### config.mk
export PLATFORM = sky130hd
export DESIGN_NAME = head_detect_seq
export DESIGN_NICKNAME = d
export VERILOG_FILES = /design/src/rtl/head_detect_seq.sv
export SDC_FILE = /design/constraint.sdc
export NUM_CORES = 1
export LEC_CHECK = 0
export CORE_UTILIZATION = 51
export CTS_CLUSTER_SIZE = 10
export DETAILED_ROUTE_END_ITERATION = 8
export GPL_ROUTABILITY_DRIVEN = 1
export PLACE_DENSITY = 0.82
export SETUP_SLACK_MARGIN = 0.3
export SLEW_MARGIN = 20
export SYNTH_ARGS = -nofsm -noshare
export SYNTH_HDL_FRONTEND = slang
export SYNTH_SLANG_ARGS = --single-unit
### constraint.sdc
create_clock -name clk -period 2.2 [get_ports clk]
set_clock_uncertainty 0.1 [all_clocks]
set_input_delay 0.44 -clock clk [delete_from_list [all_inputs] [get_ports clk]]
set_output_delay 0.44 -clock clk [all_outputs]
set_load 0.005 [all_outputs]
### src/rtl/head_detect_seq.sv
// head_detect_seq: sequential, flow-controlled leading/trailing-one detector.
// A word is scanned CHUNK bits per cycle from the selected end. The result is
// the number of zeros before the first 1, or WIDTH with found_out=0 when the
// word holds no 1 at all.
module head_detect_seq #(
  parameter int WIDTH  = 32,
  parameter int CHUNK  = 8,
  parameter int POS_W  = $clog2(WIDTH + 1),
  parameter int NCHUNK = WIDTH / CHUNK
) (
  input  logic             clk,
  input  logic             rst_n,
  input  logic             in_valid,
  output logic             in_ready,
  input  logic [WIDTH-1:0] data_in,
  input  logic             mode_in,
  output logic             out_valid,
  input  logic             out_ready,
  output logic [POS_W-1:0] pos_out,
  output logic             found_out
);

  if (WIDTH < 2 || CHUNK < 1 || CHUNK > WIDTH || (WIDTH % CHUNK) != 0) begin : g_bad_param
    $error("head_detect_seq: WIDTH must be >= 2 and a multiple of CHUNK");
  end

  // Base position of the final chunk; reaching it without a hit means all zeros.
  localparam logic [POS_W-1:0] LAST_BASE = POS_W'((NCHUNK - 1) * CHUNK);
  localparam logic [POS_W-1:0] CHUNK_P   = POS_W'(CHUNK);
  localparam logic [POS_W-1:0] WIDTH_P   = POS_W'(WIDTH);

  typedef enum logic [1:0] {
    ST_IDLE = 2'd0,
    ST_SCAN = 2'd1,
    ST_DONE = 2'd2
  } state_e;

  state_e             state_q, state_d;
  logic [WIDTH-1:0]   word_q, word_d;    // remaining bits, search end at bit 0
  logic [POS_W-1:0]   base_q, base_d;    // k*CHUNK of the chunk being examined
  logic [POS_W-1:0]   pos_q, pos_d;
  logic               found_q, found_d;
  logic               hit_s;
  logic [POS_W-1:0]   off_s;

  // Reverse a word so MSB-first searching becomes LSB-first searching.
  function automatic logic [WIDTH-1:0] bit_rev(input logic [WIDTH-1:0] v);
    logic [WIDTH-1:0] r;
    for (int i = 0; i < WIDTH; i++) begin
      r[i] = v[WIDTH-1-i];
    end
    return r;
  endfunction

  // Offset of the lowest set bit in the current chunk (lowest index wins).
  always_comb begin
    off_s = '0;
    hit_s = |word_q[CHUNK-1:0];
    for (int j = CHUNK - 1; j >= 0; j--) begin
      off_s = word_q[j] ? POS_W'(j) : off_s;
    end
  end

  // Next-state and datapath update for the IDLE / SCAN / DONE sequence.
  always_comb begin
    state_d = state_q;
    word_d  = word_q;
    base_d  = base_q;
    pos_d   = pos_q;
    found_d = found_q;
    case (state_q)
      ST_IDLE: begin
        if (in_valid) begin
          // Mode is folded into the captured word, so later mode_in changes are inert.
          word_d  = mode_in ? data_in : bit_rev(data_in);
          base_d  = '0;
          state_d = ST_SCAN;
        end else begin
          state_d = ST_IDLE;
        end
      end
      ST_SCAN: begin
        if (hit_s) begin
          pos_d   = base_q + off_s;
          found_d = 1'b1;
          state_d = ST_DONE;
        end else if (base_q == LAST_BASE) begin
          pos_d   = WIDTH_P;
          found_d = 1'b0;
          state_d = ST_DONE;
        end else begin
          word_d  = word_q >> CHUNK;
          base_d  = base_q + CHUNK_P;
          state_d = ST_SCAN;
        end
      end
      ST_DONE: begin
        if (out_ready) begin
          state_d = ST_IDLE;
        end else begin
          state_d = ST_DONE;
        end
      end
      default: begin
        state_d = ST_IDLE;
      end
    endcase
  end

  // State and result registers with synchronous active-low reset.
  always_ff @(posedge clk) begin
    if (!rst_n) begin
      state_q <= ST_IDLE;
      word_q  <= '0;
      base_q  <= '0;
      pos_q   <= '0;
      found_q <= 1'b0;
    end else begin
      state_q <= state_d;
      word_q  <= word_d;
      base_q  <= base_d;
      pos_q   <= pos_d;
      found_q <= found_d;
    end
  end

  assign in_ready  = (state_q == ST_IDLE);
  assign out_valid = (state_q == ST_DONE);
  assign pos_out   = pos_q;
  assign found_out = found_q;

endmodule

# After elaboration in Yosys (flattened, before gate mapping)

Index checks and enable logic that the tools add are counted.
W data, S select, Z words.

Register bits after elaboration: 47
Bits in latches: 0
RAM bits: 0
Bits in read-only memories: 0
Input port bits: 37
Output and inout port bits: 9
Word-level logic and storage cells: 45
Memories: 0

Add/sub/neg operators: 2
$mul: 0
Divide/modulo/power cells: 0
$lt $le $gt $ge: 0
Eq/ne operators: 6
Shift operators: 0
Muxes and demuxes: 26
Bitwise operators: 0
Reductions and logical operators: 6

Operators with widths:

| cell                  | count |
|---|---|
| $mux W32              | 4 |
| $pmux W32 S2          | 1 |
| $mux W6               | 5 |
| $mux W3               | 8 |
| $pmux W6 S2           | 1 |
| $reduce_or A8 Y1      | 1 |
| $add A6 B3 Y6         | 1 |
| $add A6 B4 Y6 const B | 1 |
| $eq A6 B5 Y1 const B  | 1 |
| $mux W2               | 3 |
| $ne A2 B2 Y1 const B  | 3 |
| $pmux W2 S3           | 1 |
| $reduce_and A4 Y1     | 1 |
| $reduce_bool A2 Y1    | 2 |
| $mux W1               | 3 |
| $eq A2 B1 Y1 const B  | 1 |
| $eq A2 B2 Y1 const B  | 1 |
| $logic_not A2 Y1      | 1 |
| $reduce_and A2 Y1     | 1 |

# Logic depth before layout (Yosys ltp)

Gate-level depths: netlist of run 1.

Depth in word-level cells: 10
Mapped depth: 9
Mapped depth without buffers: 9

# Least setup slack after synthesis of run 1

OpenSTA, ideal clock, no wires.

Path kind: register to register
From: reg word_q[4]
To: reg word_q[24]
Setup time: 0.122 ns
Arrival time: 1.401 ns
Required time: 1.978 ns
Path slack: 0.577 ns
Cell stages (with the launch flop): 6
Path buffers: 1
Period minus slack after synthesis: 1.623 ns
Path through: dfxtp_1 -> nor4_4 -> nand4_1 -> and2_0 -> clkbuf_1 -> o2bb2ai_1

Cells in the longest elaborated chain, start to end: 3

RTL lines:

| item                        | RTL line | text |
|---|---|---|
| start, declared             | 39       | `logic [WIDTH-1:0] word_q, word_d;` |
| start signal, assigned      | 120      | `word_q <= word_d;` |
| $reduce_or A8 Y1            | 58       | `hit_s = \|word_q[CHUNK-1:0];` |
| $ne A2 B2 Y1 (no line)      | -        |  |
| $reduce_and A4 Y1 (no line) | -        |  |

Every way passes these cells.
A chain may end at the register's enable or synchronous reset.

# Worst setup path in the final report of run 1

From: reg state_q[0]
To: out in_ready

Cells in the longest elaborated chain, start to end: 1

RTL lines:

| item                   | RTL line | text |
|---|---|---|
| start, declared        | 38       | `state_e state_q, state_d;` |
| start signal, assigned | 119      | `state_q <= state_d;` |
| $logic_not A2 Y1       | 127      | `assign in_ready = (state_q == ST_IDLE);` |
| end, declared          | 14       | `output logic in_ready,` |

Every way passes these cells.

==> metrics.txt, run 1 <==
status=finished clean; Post-Synth XOR/XNOR Area=less than 1%; Final Net Count=between 300 and 400; die area=around 4700 um^2; Gate Count Post-Synth=between 200 and 300; cts hold-fix bufs=0; CP startpoint kind=flop; Max VDD drop=~0.57 mV; Routed Antenna Nets=0; clock tree sinks=44; Post-Synth Adder-Cell Area=around 1.1%; Starting Density=a little over half; total inserted antenna cells=0; Compound-Gate Fraction of Synth Area=between 20% and 30%; vias in the first global route=roughly 1700; I/O Buffers=45; grt total ovfl=0; FF+latch count, synth=between 40 and 50; largest family of logic cells by synthesized area=compound AO/OA/AOI/OAI gates; worst-skew pair later-pin latency=~0.30 ns; largest net degree at the start of global routing=50; DP Wirelength=3700 um; overall die height=68.4 um; syn nets=around 300; 1st-iter DRT viols=95; final setup fails=0; via-per-instance ratio=roughly 5.7; Setup WS pre-CTS=between 0.15 and 0.2 ns; TritonCTS Buffers=5; H-tree levels=2; GP Congestion=a little under 0.9; setup TNS=0 ns; Final Hold Vio Count=0; CTS max path bufs=2; clock slew at reported path FFs=roughly 0.08 ns; Total GRT Usage=a little under a quarter; vias=a little over 2000; register area share after synthesis=approximately two fifths; CP Max Fanout=5; pwr/cell area=roughly 780 nW/um^2; setup ws final=about 0.42 ns; Synth Warn #=0; Leak=roughly 1.3 nW; final slew viol count=0; Synth Cell Area=between 2000 and 2500 um^2; 1st-pass router iterations=4; CTS tree=done; CP endpoint kind=primary output; Detailed Route WL=between 5000 and 6000 um; Peak Freq=about 0.56 GHz; core area=slightly above 4000 um^2; synthesized area per cell=around 8.7 um^2; final worst-path cycle share=between 80 and 90%; Worst Hold Class=flop to flop; IO Pins=46; WS Path Type=flop to primary output; Crit path arrival time=around 1.2 ns; P&R area growth vs syn=30.3%; first-pass GRT wire length=between 7000 and 8000 um; unrepaired setup endpoints after global routing=false; Chip Width=68.4 um; max-cap check violation count=0; fin crit period=between 1.5 and 2 ns; drt wl/cell=~15 um; count of cell types in the netlist=32; cell row count=23; drc violations=0; CP Data Required Time=roughly 1.7 ns; initial antenna violation count=0; mux cell area share after synthesis=between 10% and 20%; Post-Synth Simple-Gate Area=between 10% and 20%; share of layout cells above drive strength 1=8.55%; clock root cell=clkbuf_8
[cells by family (layout without fill, tap and decap cells)]
kind of cell / Yosys count / after routing
AOI/OAI and AO/OA: 75 / 75
xor gates and xnor gates: 2 / 2
adders and majority gates: 2 / 2
buffers and inverters: 22 / 69
DFF: 44 / 44
muxes: 32 / 32
other: 1 / 1
and+or+nand+nor: 79 / 79
[metal layers]
metal	track usage, %	part of all wire [%]	up-vias
li1	-	-	1019
met1	31.5	47	946
met2	33.7	45	57
met3	4.67	6.6	9
met4	10.7	1.9	0
met5	0	0	-
[worst max-delay path, stage by stage (launching register included)]
cell             delay (ns)
dfxtp_1                0.36
nor2_1                 0.10
clkdlybuf4s50_1        0.50
[layout make-up]
cell class	instances	area (um^2)
sequential	44	885
clock buffer	6	72.6
multi-input combinational	191	1300
inverter	4	15.0
clock inverter	2	35.0
tap	50	62.6
timing repair buffer	57	563
fill	329	1180
[path summary, 6_finish.rpt]
| check | endpoint | slack (ns) | depth (start not counted) | from |
|---|---|---|---|---|
| min reg2reg | found_out | 0.36 | 1 | found_out |
| max | in_ready | 0.42 | 2 | state_q[0] |
| min | found_out | 0.36 | 1 | found_out |
| max reg2reg | base_q[5] | 0.42 | 5 | word_q[1] |
[state kept, by name, summed over array words and instances, names as in the netlist]
register and flops:
word_q 32, found_out 1, pos_out 6, state_q 2
base_q 3
[Yosys cell counts, drive strengths merged]
| cell | number | area (um^2) |
|---|---|---|
| dfxtp | 44 | 881 |
| nor2 | 33 | 124 |
| mux2i | 32 | 320 |
| a21oi | 28 | 140 |
| nand2 | 26 | 97.6 |
| a211o | 25 | 219 |
| clkbuf | 10 | 37.5 |
| buf | 8 | 38.8 |
| o2bb2ai | 8 | 70.1 |
| nor2b | 5 | 31.3 |
| a22o | 4 | 35.0 |
| inv | 4 | 15.0 |
| o21ai | 4 | 20.0 |
| nand2b | 3 | 18.8 |
| nor3 | 3 | 15.0 |
| a21o | 2 | 15.0 |
| and2 | 2 | 12.5 |
| ha | 2 | 25.0 |
| nor4 | 2 | 42.5 |
| xor2 | 2 | 17.5 |
| a31oi | 1 | 6.26 |
| a32o | 1 | 10.0 |
| a41oi | 1 | 8.76 |
| conb | 1 | 3.75 |
| nand3 | 1 | 5.00 |
| nand3b | 1 | 7.51 |
| nand4 | 1 | 6.26 |
| nor3b | 1 | 7.51 |
| o221a | 1 | 11.3 |
| or3 | 1 | 6.26 |
[placed cells by master, fill, tap and decap left out, types with 2 or more instances in the layout]
cell type,synthesis,routed
nor3_1,3,3
nor2_1,33,33
xor2_1,2,2
a211o_1,25,25
a21oi_1,28,28
buf_4,0,10
ha_1,2,2
nand2_1,26,26
clkdlybuf4s50_1,0,43
o21ai_0,4,4
inv_1,4,4
clkbuf_8,0,5
buf_12,0,2
nor4_4,2,2
a21o_1,2,2
nand2b_1,3,3
o2bb2ai_1,8,8
a22o_1,4,4
nor2b_1,5,4
mux2i_1,32,32
dfxtp_1,44,43
[where the power goes]
group / leakage [nW] / internal [mW] / total, mW / switching [mW]
registers: 0.361 / 0.897 / 0.979 / 0.0817
logic: 0.834 / 0.350 / 0.695 / 0.345
clock network: 0.0552 / 0.337 / 0.609 / 0.272
total: 1.25 / 1.58 / 2.28 / 0.699
[timing repair]
| action | CTS | global route |
|---|---|---|
| gates resized for setup | 1 | 3 |
| endpoints found under the setup margin | 1 | 14 |
| gates cloned | 0 | 0 |
| buffers inserted | 0 | 3 |
| pin swaps | 0 | 2 |
[per-stage QoR]
stage          total power, mW  hold slack [ns]  cell area [um^2]  utilization [%]  std cells
2_1_floorplan             1.40            0.333              2250                -        257
3_3_place_gp              1.63            0.335              2790             67.8        343
3_5_place_dp              1.65            0.341              2790             67.8        343
4_1_cts                   2.25            0.360              2900             70.5        351
5_1_grt                   2.40            0.387              2930             71.2        354
6_report                  2.28            0.356              2930             71.2        354
No activity file was read; power rests on OpenSTA's default activity.
==> inputs of run 2 (changes only) <==
- clock period: 2.2 -> 1.7 ns (I/O delays scaled with it)
==> metrics.txt, run 2 (synthesis results as in run 1) <==
CTS max path bufs=2; FF-to-FF End=base_q[5]; vias=2127; 1st-iter DRT viols=around 130; Crit path arrival time=around 1.8 ns; Worst R2R Start=word_q[7]; Max VDD drop=approximately 0.99 mV; CTS tree=done; Top reg by flops=word_q; setup TNS=-0.00835 ns; Peak Freq=0.585 GHz; final slew viol count=0; Starting Density=54.6%; final setup fails=1; 1st-pass router iterations=4; P&R area growth vs syn=42.8%; clock tree sinks=between 40 and 50; final worst-path cycle share=100%; pwr/cell area=998 nW/um^2; CP Max Fanout=5; cts hold-fix bufs=0; cell row count=23; Total GRT Usage=a little over a quarter; status=finished, violations left; GP Congestion=~0.84; clock slew at reported path FFs=around 0.090 ns; cell area after layout=3210 um^2; cells on worst reg2reg path=6; HP Start=found_out; overall die height=about 68 um; I/O Buffers=45; Routed Antenna Nets=0; via-per-instance ratio=about 5.7; clock root cell=clkbuf_8; commonest non-fill, non-tap cell in the layout=clkdlybuf4s50_1; worst-case hold path end point=found_out; initial antenna violation count=0; Worst Hold Class=flop to flop; CP endpoint kind=flop; Fin Hold WS=between 0.3 and 0.4 ns; max reg flops=32; area occupied by multi-input gates=between 1000 and 1500 um^2; largest net degree at the start of global routing=between 40 and 50; first-pass GRT wire length=8790 um; final core occ=approximately four fifths; Placed Cells=359; TritonCTS Buffers=5; CP Data Required Time=roughly 1.8 ns; r2r setup slk=-0.008 ns; unrepaired setup endpoints after global routing=true; die area=4680 um^2; failing checks=setup timing; Final Net Count=about 360; setup ws final=-0.00835 ns; Chip Width=between 60 and 70 um; share of layout cells above drive strength 1=between 20% and 30%; Cells on Worst Hold Path=1; drc violations=0; total power=roughly 3.2 mW; Setup WS pre-CTS=-0.297 ns; H-tree levels=2; Leak=~1.4 nW; worst-skew pair later-pin latency=approximately 0.30 ns; fin crit period=around 1.7 ns; total inserted antenna cells=0; placed inst area=between 2000 and 3000 um^2; most frequent cells in the layout=35 x clkdlybuf4s50_1, 32 x mux2i_1, 31 x nor2_1, 31 x dfxtp_1; grt total ovfl=0; CP startpoint kind=flop; final cell count without fillers=roughly 370; Detailed Route WL=between 5000 and 6000 um; core area=just over 4000 um^2; fill cell count=about 290; IO Pins=46; max-cap check violation count=0; WS Path Type=flop to flop; vias in the first global route=about 1900; Final Hold Vio Count=0; drt wl/cell=between 15 and 20 um; Reg area=around 900 um^2; DP Wirelength=about 4000 um
run 2: cell types whose count changed in the layout (fill, tap and decap cells not counted), sizes merged:
cell	change
buf	+20
clkdlybuf4s50	-8
clkbuf	+2
dlymetal6s2s	-1
dlygate4sd2	+7
run 2: timing repair:
action / CTS / global route
pin swaps: 11 / 10
gates resized for setup: 39 / 13
setup buffers: 5 / 2
setup endpoints to repair: 53 / 46
run 2: power by group:
group,leakage (nW),total (mW),internal (mW),switching (mW)
Sequential,0.367,1.27,1.17,0.101
Clock,0.0552,0.803,0.436,0.367
Combinational,0.993,1.13,0.601,0.531
run 2: worst max-delay path, cell delays in order, from the launching register on:
cell	delay [ns]
dfxtp_2	0.34
nor4_4	0.27
buf_4	0.19
nand4_1	0.19
buf_4	0.22
o21ai_0	0.19
a21oi_1	0.10
run 2: routing by layer:
metal	up-vias	part of all wire (%)	global-route usage (%)
met5	-	0	0
met4	0	1.5	9.38
met3	10	6.0	5.00
met2	64	48	41.8
met1	995	44	35.2
li1	1058	-	-
run 2: cell type report:
cell class | count | area share (%)
flip-flops and latches | 44 | 28.1
repair buffers | 77 | 22.8
clock buffers | 6 | 2.26
inverters | 4 | 0.468
clock inverters | 2 | 1.09
well taps | 50 | 1.95
multi-input cells | 191 | 43.3
run 2: how the worst max path moves through the flow:
stage                    from        end  slack, ns  cells after the start
floorplan           word_q[7]  word_q[0]       0.11                      6
global placement     in_valid  word_q[2]      -0.23                      8
detailed placement   in_valid  word_q[2]      -0.30                      8
CTS                 word_q[7]  word_q[2]       0.02                      6
global route        word_q[7]  base_q[5]      -0.11                      6
finish              word_q[7]  base_q[5]     -0.008                      6
